### src/rtl/sb_rx_pkg.sv
// Shared definitions for the sideband RX packet path: header field positions,
// data-bearing opcode list, packet record and assembler FSM states.
package sb_rx_pkg;

  localparam int SB_OPC_W  = 5;
  localparam int SB_CP_BIT = 62;
  localparam int SB_DP_BIT = 63;

  // Opcodes that are followed by exactly one 64-bit payload word
  localparam logic [SB_OPC_W-1:0] SB_OPC_D00001 = 5'b00001;
  localparam logic [SB_OPC_W-1:0] SB_OPC_D00011 = 5'b00011;
  localparam logic [SB_OPC_W-1:0] SB_OPC_D00101 = 5'b00101;
  localparam logic [SB_OPC_W-1:0] SB_OPC_D01001 = 5'b01001;
  localparam logic [SB_OPC_W-1:0] SB_OPC_D01011 = 5'b01011;
  localparam logic [SB_OPC_W-1:0] SB_OPC_D01101 = 5'b01101;
  localparam logic [SB_OPC_W-1:0] SB_OPC_D10001 = 5'b10001;
  localparam logic [SB_OPC_W-1:0] SB_OPC_D11001 = 5'b11001;
  localparam logic [SB_OPC_W-1:0] SB_OPC_D11011 = 5'b11011;

  function automatic logic sb_has_data(input logic [SB_OPC_W-1:0] opcode);
    logic hd;
    hd = 1'b0;
    case (opcode)
      SB_OPC_D00001, SB_OPC_D00011, SB_OPC_D00101,
      SB_OPC_D01001, SB_OPC_D01011, SB_OPC_D01101,
      SB_OPC_D10001, SB_OPC_D11001, SB_OPC_D11011: hd = 1'b1;
      default:                                     hd = 1'b0;
    endcase
    return hd;
  endfunction

  typedef struct packed {
    logic [63:0] hdr;
    logic [63:0] data;
    logic        has_data;
    logic        cp_err;
    logic        dp_err;
  } sb_pkt_t;

  typedef enum logic {
    SB_ST_IDLE      = 1'b0,
    SB_ST_WAIT_DATA = 1'b1
  } sb_rx_state_e;

endpackage

### src/rtl/sb_rx_pkt_fifo.sv
// Synchronous first-word-fall-through FIFO for assembled sideband packets.
// Ports: i_clk/i_rst_n clock and async active-low reset; i_flush sync clear;
//   i_push/i_wdata write side; i_pop read side (ignored when empty);
//   o_rdata head entry; o_empty/o_full status; o_drop 1-cycle pulse after a
//   push was discarded because the FIFO was full with no same-cycle pop.
module sb_rx_pkt_fifo #(
  parameter int WIDTH = 8,
  parameter int DEPTH = 4
) (
  input  logic             i_clk,
  input  logic             i_rst_n,
  input  logic             i_flush,
  input  logic             i_push,
  input  logic [WIDTH-1:0] i_wdata,
  input  logic             i_pop,
  output logic [WIDTH-1:0] o_rdata,
  output logic             o_empty,
  output logic             o_full,
  output logic             o_drop
);

  localparam int PTR_W = (DEPTH > 1) ? $clog2(DEPTH) : 1;
  localparam int CNT_W = $clog2(DEPTH + 1);

  logic [WIDTH-1:0] mem_q [DEPTH];
  logic [PTR_W-1:0] wr_ptr_q, rd_ptr_q;
  logic [CNT_W-1:0] cnt_q;
  logic             drop_q;
  logic             do_push, do_pop, drop;

  assign o_empty = (cnt_q == '0);
  assign o_full  = (cnt_q == CNT_W'(DEPTH));
  assign do_pop  = i_pop & ~o_empty;
  // A pop in the same cycle frees the slot, so a full FIFO still accepts
  assign do_push = i_push & (~o_full | do_pop);
  assign drop    = i_push & o_full & ~do_pop;
  assign o_rdata = mem_q[rd_ptr_q];
  assign o_drop  = drop_q;

  always_ff @(posedge i_clk or negedge i_rst_n) begin
    if (!i_rst_n) begin
      wr_ptr_q <= '0;
      rd_ptr_q <= '0;
      cnt_q    <= '0;
      drop_q   <= 1'b0;
    end else if (i_flush) begin
      wr_ptr_q <= '0;
      rd_ptr_q <= '0;
      cnt_q    <= '0;
      drop_q   <= 1'b0;
    end else begin
      drop_q <= drop;
      if (do_push) wr_ptr_q <= wr_ptr_q + PTR_W'(1);
      if (do_pop)  rd_ptr_q <= rd_ptr_q + PTR_W'(1);
      case ({do_push, do_pop})
        2'b10:   cnt_q <= cnt_q + CNT_W'(1);
        2'b01:   cnt_q <= cnt_q - CNT_W'(1);
        default: cnt_q <= cnt_q;
      endcase
    end
  end

  // Storage needs no reset: the head is only meaningful while not empty
  always_ff @(posedge i_clk) begin
    if (do_push && !i_flush) mem_q[wr_ptr_q] <= i_wdata;
  end

endmodule

### src/rtl/sb_rx_pkt_assembler.sv
// Sideband RX packet assembler: turns deserialized 64-bit words into
// header(+payload) packets, checks CP/DP even parity, times out a missing
// payload and queues packets in a FWFT FIFO.
// Ports: i_clk, i_rst_n (async active-low), i_flush (sync clear);
//   i_word/i_word_vld input words; o_pkt_* FIFO head (zero when empty),
//   o_pkt_vld/i_pkt_rdy pop handshake; o_overflow, o_timeout 1-cycle pulses;
//   o_busy high while waiting for a payload word.
//
// state        | meaning
// SB_ST_IDLE      | next word is a header
// SB_ST_WAIT_DATA | header held, next word is its payload; timer running
module sb_rx_pkt_assembler
  import sb_rx_pkg::*;
#(
  parameter int FIFO_DEPTH  = 4,
  parameter int TIMEOUT_CYC = 256
) (
  input  logic        i_clk,
  input  logic        i_rst_n,
  input  logic        i_flush,
  input  logic [63:0] i_word,
  input  logic        i_word_vld,
  output logic [63:0] o_pkt_hdr,
  output logic [63:0] o_pkt_data,
  output logic        o_pkt_has_data,
  output logic        o_pkt_cp_err,
  output logic        o_pkt_dp_err,
  output logic        o_pkt_vld,
  input  logic        i_pkt_rdy,
  output logic        o_overflow,
  output logic        o_timeout,
  output logic        o_busy
);

  localparam int TMR_W = $clog2(TIMEOUT_CYC);

  sb_rx_state_e     state_q, state_d;
  logic [63:0]      hdr_q, hdr_d;
  logic [TMR_W-1:0] timer_q, timer_d;
  sb_pkt_t          pkt_q, pkt_d, head;
  logic             push_q, push_d;
  logic             timeout_q, timeout_d;
  logic             fifo_empty, fifo_full;

  function automatic sb_pkt_t make_pkt(input logic [63:0] hdr, input logic [63:0] data,
                                       input logic has_data);
    sb_pkt_t p;
    p.hdr      = hdr;
    p.data     = has_data ? data : 64'd0;
    p.has_data = has_data;
    p.cp_err   = (^hdr[SB_CP_BIT-1:0]) != hdr[SB_CP_BIT];
    p.dp_err   = has_data & ((^data) != hdr[SB_DP_BIT]);
    return p;
  endfunction

  always_ff @(posedge i_clk or negedge i_rst_n) begin
    if (!i_rst_n) begin
      state_q   <= SB_ST_IDLE;
      hdr_q     <= '0;
      timer_q   <= '0;
      pkt_q     <= '0;
      push_q    <= 1'b0;
      timeout_q <= 1'b0;
    end else if (i_flush) begin
      state_q   <= SB_ST_IDLE;
      hdr_q     <= '0;
      timer_q   <= '0;
      pkt_q     <= '0;
      push_q    <= 1'b0;
      timeout_q <= 1'b0;
    end else begin
      state_q   <= state_d;
      hdr_q     <= hdr_d;
      timer_q   <= timer_d;
      pkt_q     <= pkt_d;
      push_q    <= push_d;
      timeout_q <= timeout_d;
    end
  end

  always_comb begin
    state_d   = state_q;
    hdr_d     = hdr_q;
    timer_d   = timer_q;
    pkt_d     = pkt_q;
    push_d    = 1'b0;
    timeout_d = 1'b0;
    case (state_q)
      SB_ST_IDLE: begin
        if (i_word_vld) begin
          hdr_d = i_word;
          if (sb_has_data(i_word[SB_OPC_W-1:0])) begin
            state_d = SB_ST_WAIT_DATA;
            timer_d = '0;
          end else begin
            pkt_d  = make_pkt(i_word, 64'd0, 1'b0);
            push_d = 1'b1;
          end
        end
      end
      SB_ST_WAIT_DATA: begin
        // A word in the final timer cycle still completes the packet
        if (i_word_vld) begin
          pkt_d   = make_pkt(hdr_q, i_word, 1'b1);
          push_d  = 1'b1;
          state_d = SB_ST_IDLE;
        end else if (timer_q == TMR_W'(TIMEOUT_CYC - 1)) begin
          timeout_d = 1'b1;
          state_d   = SB_ST_IDLE;
        end else begin
          timer_d = timer_q + TMR_W'(1);
        end
      end
      default: state_d = SB_ST_IDLE;
    endcase
  end

  sb_rx_pkt_fifo #(
    .WIDTH ($bits(sb_pkt_t)),
    .DEPTH (FIFO_DEPTH)
  ) u_fifo (
    .i_clk   (i_clk),
    .i_rst_n (i_rst_n),
    .i_flush (i_flush),
    .i_push  (push_q),
    .i_wdata (pkt_q),
    .i_pop   (o_pkt_vld & i_pkt_rdy),
    .o_rdata (head),
    .o_empty (fifo_empty),
    .o_full  (fifo_full),
    .o_drop  (o_overflow)
  );

  // Head is masked so a drained FIFO shows zeros rather than stale storage
  assign o_pkt_vld      = ~fifo_empty;
  assign o_pkt_hdr      = o_pkt_vld ? head.hdr      : 64'd0;
  assign o_pkt_data     = o_pkt_vld ? head.data     : 64'd0;
  assign o_pkt_has_data = o_pkt_vld & head.has_data;
  assign o_pkt_cp_err   = o_pkt_vld & head.cp_err;
  assign o_pkt_dp_err   = o_pkt_vld & head.dp_err;
  assign o_timeout      = timeout_q;
  assign o_busy         = (state_q == SB_ST_WAIT_DATA);

  logic unused_full;
  assign unused_full = fifo_full;

endmodule

### config.mk
export PLATFORM = sky130hd
export DESIGN_NAME = sb_rx_pkt_assembler
export DESIGN_NICKNAME = d
export VERILOG_FILES = /design/src/rtl/sb_rx_pkg.sv /design/src/rtl/sb_rx_pkt_fifo.sv /design/src/rtl/sb_rx_pkt_assembler.sv
export SDC_FILE = /design/constraint.sdc
export NUM_CORES = 1
export LEC_CHECK = 0
export ABC_AREA = 0
export CAP_MARGIN = 5
export CORE_MARGIN = 4
export CORE_UTILIZATION = 53
export DETAILED_ROUTE_END_ITERATION = 6
export PLACE_DENSITY_LB_ADDON = 0.15
export SLEW_MARGIN = 20
export SYNTH_ARGS = -nofsm -noshare
export SYNTH_HDL_FRONTEND = slang
export SYNTH_SLANG_ARGS = --single-unit
export TNS_END_PERCENT = 1
### constraint.sdc
create_clock -name i_clk -period 4.6 [get_ports i_clk]
set_input_delay 0.46 -clock i_clk [delete_from_list [all_inputs] [get_ports i_clk]]
set_output_delay 0.46 -clock i_clk [all_outputs]
set_load 0.02 [all_outputs]
==> run summary, run 1 <==
Total Wirelength: 66000 um
Synth Area in Adders: 0.324%
Reg power frac: 47.3%
Tmin final: 3.68 ns
row cnt: 86
Leak: 12.1 nW
Initial DRT Pass Iterations: 5
antenna violations before repair: 5
core area: 55000 um^2
Final Skew: 0.0232 ns
Pwr Total: 15.7 mW
multi-input logic area: 7930 um^2
setup_tns: 0 ns
EDFF count, synth: 524
first-pass GRT wire length: 101000 um
Inst Count DP: 2533
post-synth top area cell: edfxtp_1
sequential share of the synthesized area: 71.8%
FFs w/ async S/R, synth: 29.0%
Max VDD drop: 0.314 mV
FF-to-FF path depth: 4
synth unique cells: 37
HP Class: reg2reg
Mapped Area: 29400 um^2
Crit path arrival time: 3.22 ns
Die Footprint: 59300 um^2
I/O pin count: 204
clock power share: 38.4%
max frequency: 0.272 GHz
WL/cell: 24.7 um
Comb pwr share: 14.3%
RSZ-0062 raised after global routing: no
top cell type's share of synthesized area: 53.5%
hold depth: 0
share of layout cells above drive strength 1: 15.1%
Overflow after GRT: 0
Worst setup SP type: register
remaining antenna violation count: 0
TritonCTS Buffers: 75
largest family of logic cells by synthesized area: multiplexers
fin crit share: 80.0%
die width: 243 um
syn nets: 1721
CP Capture Type: primary output
Final Util: 63.6%
residual DRC count: 0
fin worst setup slack: 0.921 ns
vias in the first global route: 16014
P&R area growth vs syn: 18.9%
top_reg_cell synth: edfxtp_1
# fillers: 3900
Synth Area in Simple Gates: 4.61%
Final setup viols: 0
Reg area: 21100 um^2
Hold Vio Cnt, Final: 0
largest net degree at the start of global routing: 109
most common cell in the netlist: edfxtp_1
synth cell count leaders: 524 x edfxtp_1, 214 x dfrtp_1, 135 x and2_1
DR iter-0 viols: 1227
Clock Sink Count: 738
Ys Warns: 0
critical path type: reg2out
Final Non-Filler Cells: 2675
post-synthesis xor/xnor area fraction: 4.21%
starting density of the core: 53.5%
die span in y: 243 um
worst-margin pin slew: 0.945 ns
Psw: 3.71 mW
Synth area leaders: edfxtp_1 54%, dfrtp_1 18%, mux4_2 10%
Layout Nets: 1939
H-tree depth: 3
clock-pin slew on the worst setup and hold paths: 0.06 ns
average size of a mapped cell: 17.9 um^2
DP HPWL: 38900 um
Final Max Tran Viols: 0
clk_lat worst skew: 0.61 ns
Clock Path Buffers: 3
worst rel slew slack: 37.0%
Compound-Gate Fraction of Synth Area: 5.34%
Mapped Cells: 1645
worst slack, placed: 1.00 ns
multiplexer area fraction after synthesis: 12.4%
root buffer cell: clkbuf_16
Yosys reg bits: 738
drt via density: 5.77
# Max-Cap Violations: 0
crit path max fanout: 52
P_int: 12.0 mW
vias: 15423
CTS tree: done
IO Port Bufs: 203
Overall Global Routing Usage: 22.4%
outcome: completed
switch share: 23.6%
Critical Path RT: 4.14 ns
RePlAce Congestion: 0.770
power per cell area: 449 nW/um^2
post-cts sizing count: 0
-- layout by cell type (no fill, tap or decap), drive strengths merged, types with 69 or more instances in the layout --
cell type      netlist  routed
mux4               131     131
dfrtp              214     214
and2               135     135
o21ai               69      69
a22o               130     130
clkdlybuf4s50        0     202
nand2               71      71
edfxtp             524     524
xnor2               98      98
clkbuf              79     115
-- worst max-delay path: stages, from the launching register on --
cell and delay (ns):
dfrtp_4 0.99, buf_4 0.47, mux4_2 0.36, and2_1 0.21, clkdlybuf4s50_1 0.55
-- path summary, 6_finish.rpt --
check | startpoint | end | slack [ns]
min in group asynchronous | i_rst_n | pkt_q[12]$_DFFE_PN0P_ | 0.53
setup / recovery | u_fifo.rd_ptr_q[1]$_DFFE_PN0P_ | o_pkt_hdr[11] | 0.92
hold reg to reg | pkt_q[110]$_DFFE_PN0P_ | u_fifo.mem_q[3][110]$_DFFE_PP_ | 0.51
setup reg to reg | push_q$_DFF_PN0_ | u_fifo.mem_q[3][93]$_DFFE_PP_ | 1.84
hold / removal | pkt_q[110]$_DFFE_PN0P_ | u_fifo.mem_q[3][110]$_DFFE_PP_ | 0.51
max in group asynchronous | i_rst_n | pkt_q[92]$_DFFE_PN0P_ | 3.01
-- kinds of logic after synthesis --
logic type,count (synthesis)
XOR/XNOR,127
buffers and inverters,107
flip-flops,738
multiplexers,199
AO/OA/AOI/OAI,212
adder cells (fa/ha/maj),7
AND/OR/NAND/NOR,255
-- registers in the layout, indices dropped and copies added, names as in the netlist --
register and count:
hdr_q 64, o_busy 1, o_timeout 1, pkt_q 131, push_q 1, timer_q 8
u_fifo.cnt_q 3, u_fifo.mem_q 524, u_fifo.o_drop 1, u_fifo.rd_ptr_q 2, u_fifo.wr_ptr_q 2
-- metal layers --
metal | wire length, um | share of wire (%) | vias to the layer above | track usage, %
met5 | 13 | 0.020 | - | 0
met4 | 1350 | 2.0 | 2 | 6.28
met3 | 3220 | 4.9 | 71 | 3.73
met2 | 32700 | 49 | 413 | 36.5
met1 | 28800 | 44 | 8156 | 32.0
li1 | - | - | 6781 | -
-- per-stage QoR --
step           hold WS [ns]  cell area (um^2)
2_1_floorplan         0.164             29400
3_3_place_gp          0.487             32500
3_5_place_dp          0.498             32500
4_1_cts               0.508             34900
5_1_grt               0.534             34900
6_report              0.508             34900
-- what timing repair did --
item                                   CTS  global route
endpoints found under the hold margin   59             0
setup buffers                            0             0
hold buffers                             1             0
-- layout make-up --
class	instances	share of cell area, %
clock buffers	115	6.33
well taps	748	2.68
multi-input cells	800	22.7
flip-flops and latches	738	60.4
repair buffers	240	7.10
clock inverters	23	0.716
inverters	8	0.0859
diodes	3	0.0215
-- power groups by stage --
stage                     registers, mW  logic (mW)  clock network [mW]
after floorplan                    7.49        1.40                   0
after global placement             7.55        2.25                   0
after detailed placement           7.57        2.27                   0
after CTS                          7.43        2.28                6.14
after global routing               7.45        2.38                6.44
final                              7.43        2.24                6.03
(Power assumes the default switching activity.)
==> inputs of run 2 (changes only) <==
--- a/config.mk
+++ b/config.mk
@@ -8,7 +8,7 @@
 export ABC_AREA = 0
 export CAP_MARGIN = 5
 export CORE_MARGIN = 4
-export CORE_UTILIZATION = 53
+export CORE_UTILIZATION = 59
 export DETAILED_ROUTE_END_ITERATION = 6
 export PLACE_DENSITY_LB_ADDON = 0.15
 export SLEW_MARGIN = 20
==> constraint.sdc (replaced) <==
create_clock -name i_clk -period 3.8 [get_ports i_clk]
set_input_delay 0.38 -clock i_clk [delete_from_list [all_inputs] [get_ports i_clk]]
set_output_delay 0.38 -clock i_clk [all_outputs]
set_load 0.02 [all_outputs]
==> run 2 against run 1 <==
  * Largest cell class unchanged
  * Clock skew is 0.0063 ns lower
  * Via count rose by 0.60%
  * Sequential power increased by 21%
  * Die area is 9.8% lower
  * Utilization is 7.6 points higher
  * Clock-buffer cell count decreased by 6
  * Wire length down 0.96%
  * Register-to-register slack got worse by 0.93 ns
  * Setup slack lost 0.56 ns
  * Non-clock buffer count up 4
  * Largest power group unchanged
  * Sequential cell count unchanged
  * Power rose by 20%
==> run summary, run 2 (same netlist as run 1, synthesis figures left out) <==
outcome: completed
most common cell after layout, fill and taps aside: edfxtp_1
setup bufs post-CTS: 0
Reg area: 21100 um^2
P&R area growth vs syn: 18.8%
RePlAce Congestion: 0.788
DR iter-0 viols: 1461
DP HPWL: 38400 um
drt via density: 6.00
CTS tree: done
critical-path cell list: or3_4, buf_4, and2_1, clkdlybuf4s50_1
IO Port Bufs: 203
top flop regs: u_fifo.mem_q x524, pkt_q x131, hdr_q x64
Bufs and invs on worst path: 2
die span in y: 231 um
Hold Vio Cnt, Final: 0
switch share: 23.7%
crit path max-delay cell type: or3_4
P_int: 14.4 mW
worst slack, placed: 0.487 ns
crit path max fanout: 70
met3 wire length: 3590 um
first-pass GRT wire length: 101000 um
Overflow after GRT: 0
Final setup viols: 0
Leak: 12.1 nW
WL/cell: 25.3 um
Total Wirelength: 65400 um
FF-to-FF path depth: 8
critical path type: reg2out
Inst Count DP: 2453
starting density of the core: 59.9%
Largest register FFs: 524
post-cts sizing count: 0
max incr delay on CP: 0.76 ns
max frequency: 0.291 GHz
# fillers: 3128
fin worst setup slack: 0.362 ns
Clock Sink Count: 738
clock power share: 37.8%
Clock Path Buffers: 3
Die Footprint: 53500 um^2
top sig layer: met4
vias in the first global route: 16325
core area: 49100 um^2
Overall Global Routing Usage: 25.0%
antenna violations before repair: 1
remaining antenna violation count: 0
routed length on met2: 33100 um
Initial DRT Pass Iterations: 5
Critical Path RT: 3.42 ns
H-tree depth: 3
share of layout cells above drive strength 1: 14.9%
multi-input logic area: 7930 um^2
Crit path arrival time: 3.06 ns
hold_buf cts: 1
worst-margin pin slew: 0.925 ns
Final Non-Filler Cells: 2588
Reg power frac: 47.7%
Worst setup SP type: register
I/O pin count: 204
die width: 231 um
# Max-Cap Violations: 0
Biggest register: u_fifo.mem_q
power per cell area: 539 nW/um^2
row cnt: 81
Final Max Tran Viols: 0
Tmin final: 3.44 ns
Psw: 4.46 mW
cell family with most CP delay: simple AND/OR/NAND/NOR gates
root buffer cell: clkbuf_16
met1 WL: 27400 um
largest net degree at the start of global routing: 89
CP Capture Type: primary output
RSZ-0062 raised after global routing: no
residual DRC count: 0
clock-pin slew on the worst setup and hold paths: 0.06 ns
most frequent cells in the layout: 524 x edfxtp_1, 211 x dfrtp_1, 202 x clkdlybuf4s50_1, 131 x mux4_2, 131 x and2_1
HP Class: in2async
clk_lat worst skew: 0.60 ns
Layout Nets: 1940
Comb pwr share: 14.5%
TritonCTS Buffers: 72
fin crit share: 90.5%
critical path depth: 4
Final Skew: 0.0169 ns
vias: 15516
worst rel slew slack: 38.4%
Max VDD drop: 0.435 mV
## run 2: worst paths after layout
check | from | to | slack (ns)
worst max register to register | u_fifo.cnt_q[2]$_DFFE_PN0P_ | u_fifo.cnt_q[1]$_DFFE_PN0P_ | 0.91
worst min register to register | pkt_q[130]$_DFFE_PN0P_ | u_fifo.mem_q[2][130]$_DFFE_PP_ | 0.51
max in group asynchronous | i_rst_n | pkt_q[107]$_DFFE_PN0P_ | 2.38
min in group i_clk | i_word[19] | pkt_q[22]$_DFFE_PN0P_ | 0.50
worst min-delay path | i_rst_n | pkt_q[11]$_DFFE_PN0P_ | 0.39
worst max-delay path | u_fifo.cnt_q[2]$_DFFE_PN0P_ | o_pkt_data[5] | 0.36
## run 2: final cells by class
| class | count | area share (%) |
|---|---|---|
| clock buffer | 109 | 5.94 |
| inverter | 8 | 0.0860 |
| sequential | 738 | 60.4 |
| timing repair buffer | 244 | 7.65 |
| tap | 664 | 2.38 |
| clock inverter | 24 | 0.810 |
| antenna | 1 | 0.00716 |
| multi-input combinational | 800 | 22.7 |
## run 2: power by group through the flow
| stage | sequential [mW] | combinational [mW] | clock [mW] |
|---|---|---|---|
| after floorplan | 9.07 | 1.70 | 0 |
| after global placement | 9.12 | 2.74 | 0 |
| after detailed placement | 9.14 | 2.75 | 0 |
| after CTS | 8.98 | 2.78 | 7.21 |
| after global routing | 9.00 | 2.90 | 7.59 |
| final | 8.98 | 2.73 | 7.11 |
## run 2: metrics by stage
| stage | hold WS, ns | setup TNS [ns] | util (%) | cell area (um^2) | total power, mW |
|---|---|---|---|---|---|
| finish | 0.393 | 0 | 71.2 | 34900 | 18.8 |
| global route | 0.461 | 0 | 71.2 | 34900 | 19.5 |
| CTS | 0.405 | 0 | 71.2 | 34900 | 19.0 |
| detailed placement | 0.459 | 0 | 66.4 | 32600 | 11.9 |
| global placement | 0.458 | 0 | 66.4 | 32600 | 11.9 |
| floorplan | 0.0844 | -310.55 | - | 29400 | 10.8 |
## run 2: routing by layer
metal	up-vias	track usage, %
met2	485	41.1
met1	8167	35.9
met5	-	0
met4	0	7.12
met3	94	3.65
li1	6770	-
